$ cat config.mk
export PLATFORM = sky130hd
export DESIGN_NAME = pkt_loss_injector
export DESIGN_NICKNAME = d
export VERILOG_FILES = /design/src/rtl/pkt_loss_injector.sv
export SDC_FILE = /design/constraint.sdc
export NUM_CORES = 1
export LEC_CHECK = 0
export ABC_AREA = 0
export BUFFER_PORTS_ARGS = -buffer_cell sky130_fd_sc_hd__buf_2
export CORE_AREA = 2 2 488 490
export DETAILED_ROUTE_END_ITERATION = 10
export DIE_AREA = 0 0 490 492
export PLACE_DENSITY = 0.4
export SLEW_MARGIN = 20
export SYNTH_ARGS = -nofsm -noshare
export SYNTH_HDL_FRONTEND = slang
export SYNTH_SLANG_ARGS = --single-unit
$ cat constraint.sdc
create_clock -name clock -period 28.8 [get_ports clock]
set_clock_uncertainty 0.2 [all_clocks]
set_input_delay 5.76 -clock clock [delete_from_list [all_inputs] [get_ports clock]]
set_output_delay 5.76 -clock clock [all_outputs]
set_load 0.02 [all_outputs]
$ cat src/rtl/pkt_loss_injector.sv
// rtl/pkt_loss_injector.sv - packet-granular loss injector with LFSR drop decision and pass/drop counters
// Optional macro PKT_LOSS_NTH_EN adds io_drop_nth for deterministic every-Nth-packet dropping.
module pkt_loss_injector #(
    parameter int          DATA_W    = 512,
    parameter int          KEEP_W    = 64,
    parameter logic [31:0] LFSR_SEED = 32'hACE12468
) (
    input  logic              clock,
    input  logic              reset,
    input  logic [15:0]       io_drop_thresh,
`ifdef PKT_LOSS_NTH_EN
    input  logic [15:0]       io_drop_nth,
`endif
    input  logic              io_data_in_valid,
    output logic              io_data_in_ready,
    input  logic [DATA_W-1:0] io_data_in_bits_data,
    input  logic [KEEP_W-1:0] io_data_in_bits_keep,
    input  logic              io_data_in_bits_last,
    output logic              io_data_out_valid,
    input  logic              io_data_out_ready,
    output logic [DATA_W-1:0] io_data_out_bits_data,
    output logic [KEEP_W-1:0] io_data_out_bits_keep,
    output logic              io_data_out_bits_last,
    output logic [31:0]       io_pkt_pass_cnt,
    output logic [31:0]       io_pkt_drop_cnt
);
    localparam logic [31:0] SEED_EFF  = (LFSR_SEED == 32'h0) ? 32'h1 : LFSR_SEED;
    localparam logic [31:0] LFSR_MASK = 32'h80200003;

    typedef enum logic [1:0] {S_IDLE, S_PASS, S_DROP} state_t;

    state_t            r_state;
    state_t            w_state_nxt;
    logic [31:0]       r_lfsr;
    logic [31:0]       w_lfsr_nxt;
    logic              w_rand_drop;
    logic              w_drop;
    logic              w_in_ready;
    logic              w_in_fire;
    logic              w_out_fire;
    logic              w_first_fire;
    logic              w_fwd;
    logic              w_disc;
    logic              r_out_valid;
    logic [DATA_W-1:0] r_out_data;
    logic [KEEP_W-1:0] r_out_keep;
    logic              r_out_last;
    logic [31:0]       r_pass_cnt;
    logic [31:0]       r_drop_cnt;

    assign w_lfsr_nxt  = {1'b0, r_lfsr[31:1]} ^ (r_lfsr[0] ? LFSR_MASK : 32'h0);
    assign w_rand_drop = (io_drop_thresh == 16'hFFFF) | (r_lfsr[15:0] < io_drop_thresh);

`ifdef PKT_LOSS_NTH_EN
    logic [15:0] r_idx;
    logic [15:0] w_nth_m1;

    assign w_nth_m1 = io_drop_nth - 16'd1;
    assign w_drop   = (io_drop_nth != 16'd0) ? (r_idx == w_nth_m1) : w_rand_drop;

    always_ff @(posedge clock or posedge reset) begin
        if (reset) begin
            r_idx <= 16'd0;
        end else if (w_first_fire) begin
            r_idx <= (r_idx == w_nth_m1) ? 16'd0 : r_idx + 16'd1;
        end
    end
`else
    assign w_drop = w_rand_drop;
`endif

    // A dropped packet's tail is swallowed even while the output register is stalled.
    assign w_in_ready   = (r_state == S_DROP) | ~r_out_valid | io_data_out_ready;
    assign w_in_fire    = io_data_in_valid & w_in_ready;
    assign w_out_fire   = r_out_valid & io_data_out_ready;
    assign w_first_fire = w_in_fire & (r_state == S_IDLE);

    always_comb begin
        w_state_nxt = r_state;
        w_fwd       = 1'b0;
        w_disc      = 1'b0;
        case (r_state)
            S_IDLE: begin
                if (w_in_fire) begin
                    if (w_drop) begin
                        w_disc = 1'b1;
                        if (!io_data_in_bits_last) w_state_nxt = S_DROP;
                    end else begin
                        w_fwd = 1'b1;
                        if (!io_data_in_bits_last) w_state_nxt = S_PASS;
                    end
                end
            end
            S_PASS: begin
                w_fwd = w_in_fire;
                if (w_in_fire && io_data_in_bits_last) w_state_nxt = S_IDLE;
            end
            S_DROP: begin
                w_disc = w_in_fire;
                if (w_in_fire && io_data_in_bits_last) w_state_nxt = S_IDLE;
            end
            default: w_state_nxt = S_IDLE;
        endcase
    end

    always_ff @(posedge clock or posedge reset) begin
        if (reset) begin
            r_state <= S_IDLE;
            r_lfsr  <= SEED_EFF;
        end else begin
            r_state <= w_state_nxt;
            if (w_first_fire) r_lfsr <= w_lfsr_nxt;
        end
    end

    always_ff @(posedge clock or posedge reset) begin
        if (reset) begin
            r_out_valid <= 1'b0;
            r_out_data  <= '0;
            r_out_keep  <= '0;
            r_out_last  <= 1'b0;
        end else if (w_fwd) begin
            r_out_valid <= 1'b1;
            r_out_data  <= io_data_in_bits_data;
            r_out_keep  <= io_data_in_bits_keep;
            r_out_last  <= io_data_in_bits_last;
        end else if (w_out_fire) begin
            r_out_valid <= 1'b0;
        end
    end

    always_ff @(posedge clock or posedge reset) begin
        if (reset) begin
            r_pass_cnt <= 32'd0;
            r_drop_cnt <= 32'd0;
        end else begin
            if (w_fwd && io_data_in_bits_last)  r_pass_cnt <= r_pass_cnt + 32'd1;
            if (w_disc && io_data_in_bits_last) r_drop_cnt <= r_drop_cnt + 32'd1;
        end
    end

    assign io_data_in_ready      = w_in_ready;
    assign io_data_out_valid     = r_out_valid;
    assign io_data_out_bits_data = r_out_data;
    assign io_data_out_bits_keep = r_out_keep;
    assign io_data_out_bits_last = r_out_last;
    assign io_pkt_pass_cnt       = r_pass_cnt;
    assign io_pkt_drop_cnt       = r_drop_cnt;
endmodule

==> metrics <==
initial core utilization 12.2%; cell mode on critical path buf_2; HPWL Detailed about 140,000 microns; Congestion Overflow GR 0; DR WL met2 about 74,000 microns; CP cell instances buf_2 -> or3_1 -> buf_2; CP Max Fanout 4; Critical Path AT 6.53 ns; Max Buffers Root-to-Sink 3; worst reg2reg startpoint r_lfsr[13]; Tot Pwr 2.27 mW; number of synthesized flops with an enable pin 0; clk_lat worst skew 0.71 ns; Sw Share between 20% and 30%; Min Clock Period, post-route roughly 12 ns; number of global-route vias before repair 20,600; crit end category primary output; Area Growth Syn to Fin 42.6%; # port buffers between 1,000 and 1,500; total routed wirelength 164,000 microns; clock sinks slightly below 700; hold crit path type flop to flop; syn_area_per_cell 17.4 sq um; DR vias/cell 3.15; number of synthesized register bits 676; Setup crit start io_data_out_ready; worst vdd ir between 0.00003 and 0.00004 V; initial drt markers 901; Primary FF master, synth dfrtp_1; Clk pwr share 52.9%; Filler Cells Inserted around 26,000; root buf cell clkbuf_16; CTS H-tree depth 3; status completed; Seq/Total Area, Yosys 58.6%; most common cell after layout, fill and taps aside buf_2; GPL Wtd Cong between 0.8 and 0.9; IO Pins 1,240; Crit Path Category primary input to primary output; ys async rst share 100%; post_cts resized 0; die area 241,000 sq um; CP required approximately 23 ns; share of cells above drive strength 1 around 68%; met3 WL 25,700 microns; Comb power frac 4.7%; Switching Power 553 uW; Via Count 19,500; Die Span X 490 microns; Setup TNS 0 ns; Antenna Violating Nets Remaining 0; count of different cell masters after synthesis 42; Cell Rows 179; Post-CTS Setup Repair Bufs 0; drt wl/cell ~26 microns; first-pass GRT wire length roughly 210,000 microns; slowest CP cell or3_1; # DRC 0; syn_nets 2,280; commonest non-fill, non-tap cells in the layout 1,239 x buf_2, 663 x dfrtp_1, 500 x mux2_4; First-pass DRT Iterations 4; met1 wire length between 60,000 and 70,000 microns; Hold Path Origin io_pkt_pass_cnt[31]; max_cap viols 0; Top Layer Used met5; nets@finish ~3,600; Die H 492 microns; CTS buffer count 93; register share of total power between 40% and 50%; Max stage delay on crit path 0.37 ns; fin. max-slew vios 0; final period utilization a little over two fifths; initial antenna violation count 133; Slew @ Worst Pin 1.04 ns; # hold bufs at CTS 0; warning count from the yosys run 0; Setup-failing EPs final 0; Netlist Area Pre-Place 28,900 sq um; RSZ-0062 raised after global routing false; Internal 1.71 mW; Rel. slew slack slightly above 30%; Static Leak between 20 and 25 nW; Synth Instances ~1,700; core area between 200,000 and 250,000 sq um; Cell Pwr Density ~55 nW/um^2; largest net degree at the start of global routing between 80 and 90; total track usage roughly an eighth; TritonCTS clock tree built; Clock transition at path regs 0.05 ns; Max Fclk 0.0801 GHz; crit start category primary input; Fin. Hold Viols 0
state kept, by name, indices dropped and copies added (netlist names):
name                   cells
io_data_out_valid          1
io_pkt_pass_cnt           32
r_lfsr                    32
io_pkt_drop_cnt           32
io_data_out_bits_keep     64
io_data_out_bits_last      1
io_data_out_bits_data    512
r_state                    2
logic make-up (layout without fill, tap and decap cells):
logic type	Yosys count	count (layout)	share of synthesized area, %
AO/OA/AOI/OAI	28	28	0.693
XOR/XNOR	65	65	1.97
adder cells (fa/ha/maj)	20	20	0.866
buffers and inverters	105	1462	4.65
flip-flops	676	676	58.6
multiplexers	607	607	30.2
other	0	13	0
AND/OR/NAND/NOR	162	162	3.05
synthesized netlist by cell type (3+ instances only):
cell type / count / area (sq um)
xnor2_1: 38 / 333
nor3_1: 16 / 80.1
buf_2: 6 / 30.0
nand3_1: 27 / 135
and3_1: 13 / 81.3
nor4_1: 9 / 56.3
nand2_1: 28 / 105
nor2_1: 16 / 60.1
and2_1: 7 / 43.8
buf_12: 56 / 1120
buf_4: 8 / 60.1
dfrtp_1: 663 / 16600
clkbuf_1: 8 / 30.0
xor2_1: 27 / 236
mux2_4: 500 / 7510
or3_1: 3 / 18.8
nand4_1: 32 / 200
dfstp_2: 13 / 342
mux2_2: 107 / 1200
inv_1: 26 / 97.6
ha_1: 20 / 250
a21oi_1: 4 / 20.0
and4_1: 5 / 43.8
o21ai_0: 9 / 45.0
worst paths after layout:
| check | end | slack [ns] | cells past startpoint |
|---|---|---|---|
| worst min register to register | io_pkt_pass_cnt[31] | 0.26 | 1 |
| worst max-delay path | io_data_in_ready | 16.31 | 3 |
| worst max register to register | io_data_out_bits_data[468] | 22.32 | 12 |
| min in group asynchronous | io_data_out_bits_keep[32] | 4.95 | 2 |
| worst min-delay path | io_pkt_pass_cnt[31] | 0.26 | 1 |
| max in group asynchronous | io_data_out_bits_data[117] | 20.05 | 6 |
area by class of cell:
cell class / instances / area, sq um / share of cell area [%]
inverter: 26 / 105 / 0.255
multi-input combinational: 882 / 10600 / 25.8
sequential: 676 / 16900 / 41.1
clock buffer: 135 / 2750 / 6.67
timing repair buffer: 1267 / 6410 / 15.6
clock inverter: 34 / 379 / 0.920
antenna: 13 / 32.5 / 0.0790
tap: 3167 / 3960 / 9.62
worst max-delay path, delay by kind of cell:
kind	cells	cell delay, ns
buffers and inverters	2	0.37
AND/OR/NAND/NOR	1	0.37
metrics by stage:
stage / utilization (%) / area (sq um) / std cells / hold slack, ns / worst slack (ns)
2_1_floorplan: - / 28900 / 1663 / 0.255 / 3.91
3_3_place_gp: 16.1 / 38000 / 6018 / 0.256 / 16.30
3_5_place_dp: 16.1 / 38000 / 6018 / 0.251 / 16.30
4_1_cts: 17.4 / 41200 / 6187 / 0.267 / 16.30
5_1_grt: 17.4 / 41200 / 6195 / 0.279 / 16.28
6_report: 17.4 / 41200 / 6200 / 0.263 / 16.31
metal layers:
metal | GRT usage [%] | up-vias
met4 | 2.47 | 26
met1 | 14.2 | 9617
met5 | 0 | -
met3 | 9.57 | 329
met2 | 21.0 | 1074
li1 | - | 8470
power by group through the flow:
stage / Sequential (mW) / Clock (mW) / Combinational, mW
CTS: 0.960 / 1.26 / 0.110
finish: 0.960 / 1.20 / 0.107
detailed placement: 0.977 / 0 / 0.110
global route: 0.960 / 1.29 / 0.120
global placement: 0.977 / 0 / 0.109
floorplan: 0.982 / 0 / 0.0382
Note: power is estimated with default switching activity, not from simulation.
